File: src/rtl/lfsr_pkg.sv
// Shared mode encodings and the Galois LFSR step function for the pattern generator.
package lfsr_pkg;

    localparam logic [1:0] MODE_HOLD     = 2'b00;
    localparam logic [1:0] MODE_RUN_DIV  = 2'b01;
    localparam logic [1:0] MODE_STEP     = 2'b10;
    localparam logic [1:0] MODE_RUN_FAST = 2'b11;

    // Operates on a zero-extended state so one function serves every WIDTH up to 32.
    function automatic logic [31:0] lfsr_next(input logic [31:0] state, input logic [31:0] taps);
        lfsr_next = state[0] ? ((state >> 1) ^ taps) : (state >> 1);
    endfunction

endpackage

File: src/rtl/lfsr_pattern_gen_if.sv
// Control/status bundle between the pattern generator and whatever drives its mode and seed.
interface lfsr_pattern_gen_if #(parameter int WIDTH = 8);

    logic [1:0]       mode;
    logic             seed_load;
    logic [WIDTH-1:0] seed;
    logic             step_in;
    logic [WIDTH-1:0] lfsr_out;
    logic             adv;
    logic             wrap;
    logic             running;

    modport master (
        output mode, seed_load, seed, step_in,
        input  lfsr_out, adv, wrap, running
    );

    modport slave (
        input  mode, seed_load, seed, step_in,
        output lfsr_out, adv, wrap, running
    );

endinterface

File: src/rtl/tick_div.sv
// Clock-enable divider: tick is high for one clk out of every DIV_MAX+1 while enabled.
module tick_div
    import lfsr_pkg::*;
#(
    parameter int DIV_MAX = 49_999_999,
    parameter int DIV_W   = 26
) (
    input  logic clk,
    input  logic rst_n,
    input  logic en,
    input  logic clr,
    output logic tick
);

    logic [DIV_W-1:0] count;
    logic             at_max;

    assign at_max = (count == DIV_W'(DIV_MAX));
    assign tick   = en & at_max;

    always_ff @(posedge clk) begin
        if (!rst_n) begin
            count <= '0;
        end else if (clr || !en || at_max) begin
            count <= '0;
        end else begin
            count <= count + DIV_W'(1);
        end
    end

endmodule

File: src/rtl/lfsr_pattern_gen.sv
// Galois LFSR pattern generator with hold / divided / single-step / full-speed advance,
// seed loading with all-zero protection, and a strobe when the start value recurs.
module lfsr_pattern_gen
    import lfsr_pkg::*;
#(
    parameter int               WIDTH    = 8,
    parameter logic [WIDTH-1:0] TAPS     = 8'hB8,
    parameter logic [WIDTH-1:0] SEED_RST = 8'h01,
    parameter int               DIV_MAX  = 49_999_999,
    parameter int               DIV_W    = 26
) (
    input logic               clk,
    input logic               rst_n,
    lfsr_pattern_gen_if.slave bus
);

    logic [WIDTH-1:0] lfsr_q;
    logic [WIDTH-1:0] start_q;
    logic [WIDTH-1:0] shifted;
    logic [WIDTH-1:0] next_state;
    logic [WIDTH-1:0] seed_val;
    logic [1:0]       prev_mode;
    logic             step_s1;
    logic             step_s2;
    logic             step_s3;
    logic             step_rise;
    logic             tick;
    logic             div_clr;
    logic             advance;
    logic             adv_q;
    logic             wrap_q;

    // A zero result can only come from a non-maximal mask; substitute 1 to escape lock-up.
    assign shifted    = WIDTH'(lfsr_next(32'(lfsr_q), 32'(TAPS)));
    assign next_state = (shifted == '0) ? WIDTH'(1) : shifted;
    assign seed_val   = (bus.seed == '0) ? WIDTH'(1) : bus.seed;

    assign step_rise = step_s2 & ~step_s3;
    assign div_clr   = bus.seed_load | (bus.mode != prev_mode);

    tick_div #(
        .DIV_MAX (DIV_MAX),
        .DIV_W   (DIV_W)
    ) u_tick_div (
        .clk   (clk),
        .rst_n (rst_n),
        .en    (bus.mode == MODE_RUN_DIV),
        .clr   (div_clr),
        .tick  (tick)
    );

    always_comb begin
        advance = 1'b0;
        case (bus.mode)
            MODE_HOLD:     advance = 1'b0;
            MODE_RUN_DIV:  advance = tick;
            MODE_STEP:     advance = step_rise;
            MODE_RUN_FAST: advance = 1'b1;
            default:       advance = 1'b0;
        endcase
    end

    // Seed loading wins over an advance in the same cycle; the dropped advance raises no strobe.
    always_ff @(posedge clk) begin
        if (!rst_n) begin
            lfsr_q    <= SEED_RST;
            start_q   <= SEED_RST;
            prev_mode <= MODE_HOLD;
            step_s1   <= 1'b0;
            step_s2   <= 1'b0;
            step_s3   <= 1'b0;
            adv_q     <= 1'b0;
            wrap_q    <= 1'b0;
        end else begin
            prev_mode <= bus.mode;
            step_s1   <= bus.step_in;
            step_s2   <= step_s1;
            step_s3   <= step_s2;
            if (bus.seed_load) begin
                lfsr_q  <= seed_val;
                start_q <= seed_val;
                adv_q   <= 1'b0;
                wrap_q  <= 1'b0;
            end else if (advance) begin
                lfsr_q <= next_state;
                adv_q  <= 1'b1;
                wrap_q <= (next_state == start_q);
            end else begin
                adv_q  <= 1'b0;
                wrap_q <= 1'b0;
            end
        end
    end

    assign bus.lfsr_out = lfsr_q;
    assign bus.adv      = adv_q;
    assign bus.wrap     = wrap_q;
    assign bus.running  = (bus.mode == MODE_RUN_DIV) || (bus.mode == MODE_RUN_FAST);

endmodule

File: src/flat_wrapper.sv
// flat-port wrapper written by rule: the top's interface ports become plain ports
module lfsr_pattern_gen_flat import lfsr_pkg::*;
#(
    parameter int               WIDTH    = 8,
    parameter logic [WIDTH-1:0] TAPS     = 8'hB8,
    parameter logic [WIDTH-1:0] SEED_RST = 8'h01,
    parameter int               DIV_MAX  = 49_999_999,
    parameter int               DIV_W    = 26
)
  (clk, rst_n, bus_mode, bus_seed_load, bus_seed, bus_step_in, bus_lfsr_out, bus_adv, bus_wrap, bus_running);
  lfsr_pattern_gen_if #(.WIDTH(WIDTH)) bus_i ();
  input logic clk;
  input logic rst_n;
  input wire logic [$bits(bus_i.mode)-1:0] bus_mode;
  input wire logic [$bits(bus_i.seed_load)-1:0] bus_seed_load;
  input wire logic [$bits(bus_i.seed)-1:0] bus_seed;
  input wire logic [$bits(bus_i.step_in)-1:0] bus_step_in;
  output wire logic [$bits(bus_i.lfsr_out)-1:0] bus_lfsr_out;
  output wire logic [$bits(bus_i.adv)-1:0] bus_adv;
  output wire logic [$bits(bus_i.wrap)-1:0] bus_wrap;
  output wire logic [$bits(bus_i.running)-1:0] bus_running;
  assign bus_i.mode = bus_mode;
  assign bus_i.seed_load = bus_seed_load;
  assign bus_i.seed = bus_seed;
  assign bus_i.step_in = bus_step_in;
  assign bus_lfsr_out = bus_i.lfsr_out;
  assign bus_adv = bus_i.adv;
  assign bus_wrap = bus_i.wrap;
  assign bus_running = bus_i.running;
  lfsr_pattern_gen #(.WIDTH(WIDTH), .TAPS(TAPS), .SEED_RST(SEED_RST), .DIV_MAX(DIV_MAX), .DIV_W(DIV_W)) u_core (.clk(clk), .rst_n(rst_n), .bus(bus_i));
endmodule
File: config.mk
export PLATFORM = sky130hd
export DESIGN_NAME = lfsr_pattern_gen_flat
export DESIGN_NICKNAME = d
export VERILOG_FILES = /design/src/rtl/lfsr_pkg.sv /design/src/rtl/lfsr_pattern_gen_if.sv /design/src/rtl/tick_div.sv /design/src/rtl/lfsr_pattern_gen.sv /design/src/flat_wrapper.sv
export SDC_FILE = /design/constraint.sdc
export NUM_CORES = 1
export LEC_CHECK = 0
export BUFFER_PORTS_ARGS = -buffer_cell sky130_fd_sc_hd__buf_2
export CAP_MARGIN = 10
export CORE_ASPECT_RATIO = 1.1
export CORE_UTILIZATION = 58
export DETAILED_ROUTE_END_ITERATION = 6
export PLACE_DENSITY = 0.8
export SLEW_MARGIN = 20
export SYNTH_ARGS = -nofsm -noshare
export SYNTH_HDL_FRONTEND = slang
export SYNTH_SLANG_ARGS = --single-unit
File: constraint.sdc
create_clock -name clk -period 2.1 [get_ports clk]
set_clock_uncertainty 0.05 [all_clocks]
set_input_delay 0.21 -clock clk [delete_from_list [all_inputs] [get_ports clk]]
set_output_delay 0.21 -clock clk [all_outputs]
set_load 0.1 [all_outputs]
==> impl_metrics.yaml, run 1 <==
outcome:
  status: "finished, final reports clean"
routing:
  first_pass_iters: 4
  vias_per_cell: 5.662
  post_drt_wl_per_cell_um: 14.10
  drc: 0
  vias: 1908
  top_layer: "met4"
  wl_met2_mm: 2.447
  wl_met3_um: 218
  detail-route-antenna-nets: 0
  routed_wl_mm: 4.753
  drt_iter0_markers: 111
  wl_met1_mm: 2.028
global_route:
  grt_max_degree: 23
  grt_pass1_vias: 1756
  grt_pass1_wl_mm: 7.948
  grt_usage_pct: 23.13
  grt-ovfl-total: 0
  antenna_found_initial: 0
timing:
  setup_tns_ps: 0
  fin_crit_sh_pct: 93.36
  finalSetupViolations: 0
  finalMaxSlewViolations: 0
  tightest_slew_ps: 716.6
  rsz0062_at_grt: "no"
  relSlewSlack_pct: 52.01
  min_period_ps: 1960
  finalHoldViolCount: 0
  clock.fmax_mhz: 510.1
synth:
  synthArstFlopShare_pct: 0
  synthesis.area_mm2: 0.002434
  synth_cells: 257
  syn_nets: 272
  synth_edf_count: 0
  synth_top_cell_by_area: "dfxtp_1"
  synth_top_cell_area_share_pct: 40.31
  seq_area_frac_synth_pct: 40.31
  ys_ff_latch: 49
  netlist-cell-type-count: 40
  ys.flop_type: "dfxtp_1"
  synth.avg_cell_area_um2: 9.469
  synth.area.top_cells: "dfxtp_1, nor2_4, xnor2_1, xor2_1, nand3_1"
  ys.warnings.count: 0
placed_design:
  dpl.hpwl_mm: 3.367
  port_buffers: 24
  place_congestion: 0.7954
  placed_area_mm2: 0.002610
clocking:
  cts-root-buf: "clkbuf_8"
  htreeDepth: 2
  clockBufferDepth: 2
  clock-sinks: 49
  cts_tree: "done"
  clk_pin_slew_ps: 90
  numCtsBuffers: 5
  clk_latency_ps: 310
die:
  dieArea_mm2: 0.004459
  die_h_um: 69.94
  die_w_um: 63.76
  start_util_pct: 60.93
  core_area_mm2: 0.003994
  io_pins: 25
  rows: 24
power_and_ir_drop:
  power.density_mw_per_mm2: 681.3
  power_leakage_nw: 0.9367
  peakVddDrop_mv: 0.4059
finish:
  area_growth_pct: 12.19
  layout_common_cells: "dfxtp_1, buf_2, xnor2_1"
  finalNetCount: 299
  n_antenna_cell: 0
  postLayoutCellArea_mm2: 0.002730
  drive_above_1_share_pct: 23.51
  final_common_cell: "dfxtp_1"
critical_path:
  path_buf_inv: 1
  critPathRequiredTime_ps: 2290
  cp_top_family: "simple AND/OR/NAND/NOR gates"
  cp_max_fo: 18
  start_kind: "flop"
  worstSetupPathType: "reg -> reg"
  arrival_ps: 2160
  cp_cell_sequence: "ha_1 -> nand3_1 -> nor4_4 -> a21o_1 -> or4_4 -> buf_12 -> nor2_4"
  crit_path_top_delay_cell: "or4_4"
  slowest_delay_ps: 530
  crit_path_end_kind: "flop"
flow_run:
  maxCapViolations: 0
hold_path:
  hold_class: "in -> reg"
## stage by stage
step                power, W  setup slack, ps  hold WS (ps)  util [%]  cells
floorplan           0.001192            122.9         281.7         -    257
global placement    0.001247            159.3         366.4     65.35    329
detailed placement  0.001251            49.06         372.7     65.35    329
CTS                 0.001871            28.92         47.78     67.98    337
global route        0.001924            6.209         52.62     68.36    337
finish              0.001860            139.5         57.99     68.36    337
## final cells by class
cell class                      count  area (um^2)
Clock buffer                        7        96.34
Clock inverter                      1        8.758
Tap cell                           52        65.06
Sequential cell                    49        980.9
Timing Repair Buffer               33        200.2
Fill cell                         318         1264
Inverter                            6        22.52
Multi-Input combinational cell    189         1356
## worst reg2reg max path, cell delays in order (launching register included)
cell     delay (ps)
dfxtp_1         350
ha_1            250
nand3_1         170
nor4_4           60
a21o_1          170
or4_4           530
buf_12          200
nor2_4          120
## metal layers
layer  up-vias  global-route usage, %
met5         -                      0
met3        10                  3.431
met2        63                  39.48
met4         0                  10.61
li1        953                      -
met1       882                  28.39
## final timing paths
| check | start | end | slack, ps | cells after the start |
|---|---|---|---|---|
| max | u_core.u_tick_div.count[0]$_SDFF_PP0_ | u_core.u_tick_div.count[14]$_SDFF_PP0_ | 140 | 7 |
| min | bus_step_in | u_core.step_s1$_SDFF_PN0_ | 60 | 2 |
| min reg2reg | u_core.step_s1$_SDFF_PN0_ | u_core.step_s2$_SDFF_PN0_ | 400 | 1 |
| max reg2reg | u_core.u_tick_div.count[0]$_SDFF_PP0_ | u_core.u_tick_div.count[14]$_SDFF_PP0_ | 140 | 7 |
## state kept, by name, indices dropped and copies added (netlist names)
name,count
u_core.step_s3,1
u_core.bus.adv,1
u_core.step_s2,1
u_core.u_tick_div.count,26
u_core.start_q,8
u_core.step_s1,1
u_core.prev_mode,2
u_core.bus.wrap,1
u_core.bus.lfsr_out,8
## cells in the mapped netlist (7+ instances only)
master	number
clkbuf_1	9
nand3_1	19
nor3_1	7
xnor2_1	22
dfxtp_1	49
and2_1	8
nor4_1	9
mux2i_1	7
nor2_1	12
nand2_1	16
o21ai_0	7
nor2_4	18
xor2_1	12
## cells by family after synthesis
| group | synth area share (%) |
|---|---|
| adder cells (fa/ha/maj) | 0.5141 |
| multiplexers | 2.879 |
| AND/OR/NAND/NOR | 31.36 |
| XOR/XNOR | 12.24 |
| AO/OA/AOI/OAI | 8.124 |
| buffers and inverters | 4.576 |
| flip-flops | 40.31 |
## where the power goes
part	total [W]	switching, W	leakage [nW]	internal [W]
Combinational	0.000246	0.000174	0.482	0.0000715
Sequential	0.000985	0.0000304	0.399	0.000955
Clock	0.000629	0.000325	0.0549	0.000305
## repair_timing
action | 4_1_cts | 5_1_grt
endpoints found under the setup margin | 0 | 11
hold buffers | 0 | 0
gates resized for setup | 0 | 2
buffers inserted | 0 | 0
(Power assumes the default switching activity.)
==> run 2, diff against run 1 <==
--- a/config.mk
+++ b/config.mk
@@ -5,10 +5,11 @@
 export SDC_FILE = /design/constraint.sdc
 export NUM_CORES = 1
 export LEC_CHECK = 0
+export ABC_AREA = 1
 export BUFFER_PORTS_ARGS = -buffer_cell sky130_fd_sc_hd__buf_2
 export CAP_MARGIN = 10
 export CORE_ASPECT_RATIO = 1.1
-export CORE_UTILIZATION = 58
+export CORE_UTILIZATION = 59
 export DETAILED_ROUTE_END_ITERATION = 6
 export PLACE_DENSITY = 0.8
 export SLEW_MARGIN = 20
==> impl_metrics.yaml, run 2 <==
outcome:
  status: "finished, final reports clean"
clocking:
  cts-resized-gates: 0
  clk_pin_slew_ps: 90
  clk_latency_ps: 310
  clock-sinks: 49
  htreeDepth: 2
  postCtsSetupBuffers: 0
  ctsHoldBuffers: 0
  cts-root-buf: "clkbuf_8"
  numCtsBuffers: 5
  clockBufferDepth: 2
  cts_tree: "done"
power_and_ir_drop:
  peakVddDrop_mv: 0.4929
  finalPower_w: 0.002027
  internal_power_w: 0.001491
  switching_share_pct: 26.46
  p_comb_share_pct: 12.7
  pwr-share-clk_pct: 39.2
  pwr-share-seq_pct: 48.2
  power_leakage_nw: 1.195
  power.switching_w: 0.0005363
  power.density_mw_per_mm2: 700.7
timing:
  rsz0062_at_grt: "no"
  relSlewSlack_pct: 65.17
  finalSetupViolations: 0
  tightest_slew_ps: 522.4
  finalMaxSlewViolations: 0
  holdWs_ps: 34.52
  min_period_ps: 1782
  finalHoldViolCount: 0
  fin_crit_sh_pct: 84.86
  clock.fmax_mhz: 561.1
  setup_tns_ps: 0
finish:
  n_antenna_cell: 0
  drive_above_1_share_pct: 18.54
  layout_common_cells: "nand2_1, dfxtp_1, inv_1"
  regArea_um2: 980.9
  postLayoutCellArea_mm2: 0.002893
  finalNetCount: 397
  largest_reg_flops: 26
  n_fill_cell: 380
  multiInputGateArea_mm2: 0.001398
  final_common_cell: "nand2_1"
  area_growth_pct: 10.52
  final_cells: 437
  top_register: "u_core.u_tick_div.count"
synth:
  synth_edf_count: 0
  syn_nets: 374
  ys.warnings.count: 0
  netlist-cell-type-count: 38
  post-synth-top-count-cell: "nand2_1"
  synth_top_cell_area_share_pct: 37.48
  synth_top_cell_by_area: "dfxtp_1"
  seq_area_frac_synth_pct: 37.48
  synth_simple_gate_area_share_pct: 39.10
  synthXorXnorAreaFrac_pct: 5.019
  synth_cells: 359
  synthArstFlopShare_pct: 0
  synth_top_family_by_area: "simple AND/OR/NAND/NOR gates"
  ys_ff_latch: 49
  synth.avg_cell_area_um2: 7.291
  synthesis.area_mm2: 0.002618
  synthTopCellsByCount: "nand2_1, dfxtp_1, inv_1"
  synthMuxAreaShare_pct: 0
  synthAdderAreaFrac_pct: 0.4780
  synth.area.top_cells: "dfxtp_1, nand2_1, inv_1, nor2_1, nand4_1"
  synth_compound_area_share_pct: 8.795
  ys.flop_type: "dfxtp_1"
critical_path:
  cp_cell_sequence: "ha_1 -> nand3_2 -> nor3_2 -> a21oi_2 -> inv_2 -> nor2_1"
  critPathRequiredTime_ps: 2230
  arrival_ps: 1920
  start_kind: "flop"
  slowest_delay_ps: 400
  crit_path_top_delay_cell: "dfxtp_1"
  path_buf_inv: 1
  crit_path_end_kind: "flop"
  cp_top_family: "simple AND/OR/NAND/NOR gates"
  cp_max_fo: 22
  worstSetupPathType: "reg -> reg"
global_route:
  grt_pass1_vias: 2120
  grt_pass1_wl_mm: 9.128
  grt-ovfl-total: 0
  antenna_found_initial: 0
  grt_max_degree: 23
  grt_usage_pct: 25.23
placed_design:
  placedCellCount: 429
  dpl.hpwl_mm: 3.941
  placed_area_mm2: 0.002759
  place_congestion: 0.8615
  port_buffers: 24
routing:
  vias: 2329
  routed_wl_mm: 5.258
  drt_iter0_markers: 136
  post_drt_wl_per_cell_um: 12.03
  first_pass_iters: 4
  detail-route-antenna-nets: 0
  vias_per_cell: 5.330
  drc: 0
die:
  start_util_pct: 61.08
  die_w_um: 65.51
  die_h_um: 71.86
  rows: 25
  io_pins: 25
  dieArea_mm2: 0.004707
  core_area_mm2: 0.004285
flow_run:
  maxCapViolations: 0
hold_path:
  hold_class: "in -> reg"
-- run 2: cell types whose count changed in the layout (fill, tap and decap cells not counted), sizes merged, moves of 13 or more --
| cell | delta |
|---|---|
| inv | +42 |
| xnor2 | -17 |
| nand2 | +65 |
| a21oi | +15 |
| nor3 | +13 |
| nor2 | +22 |
-- run 2: layer usage --
| layer | vias up | global-route usage [%] | share of wire, % |
|---|---|---|---|
| met5 | - | 0 | 0 |
| met4 | 0 | 11.59 | 2.6 |
| met3 | 14 | 4.299 | 3.7 |
| met2 | 56 | 44.10 | 50 |
| met1 | 1062 | 29.73 | 44 |
| li1 | 1197 | - | - |
-- run 2: cell families (layout without fill, tap and decap cells) --
group                    Yosys count  count (layout)
AO/OA/AOI/OAI                     38              38
XOR/XNOR                          15              15
adder cells (fa/ha/maj)            1               1
buffers and inverters             59              83
flip-flops                        49              49
AND/OR/NAND/NOR                  197             197
-- run 2: worst paths after layout --
path	from	to	slack, ps	cells past startpoint
worst max register to register	u_core.u_tick_div.count[0]$_SDFF_PP0_	u_core.u_tick_div.count[16]$_SDFF_PP0_	320	6
worst min register to register	u_core.step_s1$_SDFF_PN0_	u_core.step_s2$_SDFF_PN0_	370	2
worst max-delay path	u_core.u_tick_div.count[0]$_SDFF_PP0_	u_core.u_tick_div.count[16]$_SDFF_PP0_	320	6
worst min-delay path	bus_step_in	u_core.step_s1$_SDFF_PN0_	30	3
-- run 2: worst reg2reg max path, delay by kind of cell (launching register included) --
family	cells	cell delay, ps
buffers and inverters	1	360
AOI/OAI and AO/OA	1	120
adders and majority gates	1	230
DFF	1	400
and+or+nand+nor	3	500
-- run 2: final cells by class --
class,count,share of cell area (%)
multi-input combinational,251,48.31
clock inverter,3,2.249
tap,54,2.336
inverter,51,6.661
clock buffer,5,2.379
sequential,49,33.91
timing repair buffer,24,4.152
-- run 2: power groups by stage --
stage                     logic, W  registers [W]  clock network, W
final                     0.000256       0.000976          0.000794
after floorplan           0.000117        0.00108                 0
after global routing      0.000278       0.000979          0.000848
after CTS                 0.000255       0.000975          0.000813
after global placement    0.000251       0.000996                 0
after detailed placement  0.000254       0.000996                 0
-- run 2: metrics by stage --
stage / setup slack, ps / utilization, %
final: 317.9 / 67.50
after global routing: 165.6 / 67.50
after CTS: 293.1 / 67.50
after detailed placement: 313.1 / 64.38
after global placement: 370.0 / 64.38
after floorplan: 101.0 / -
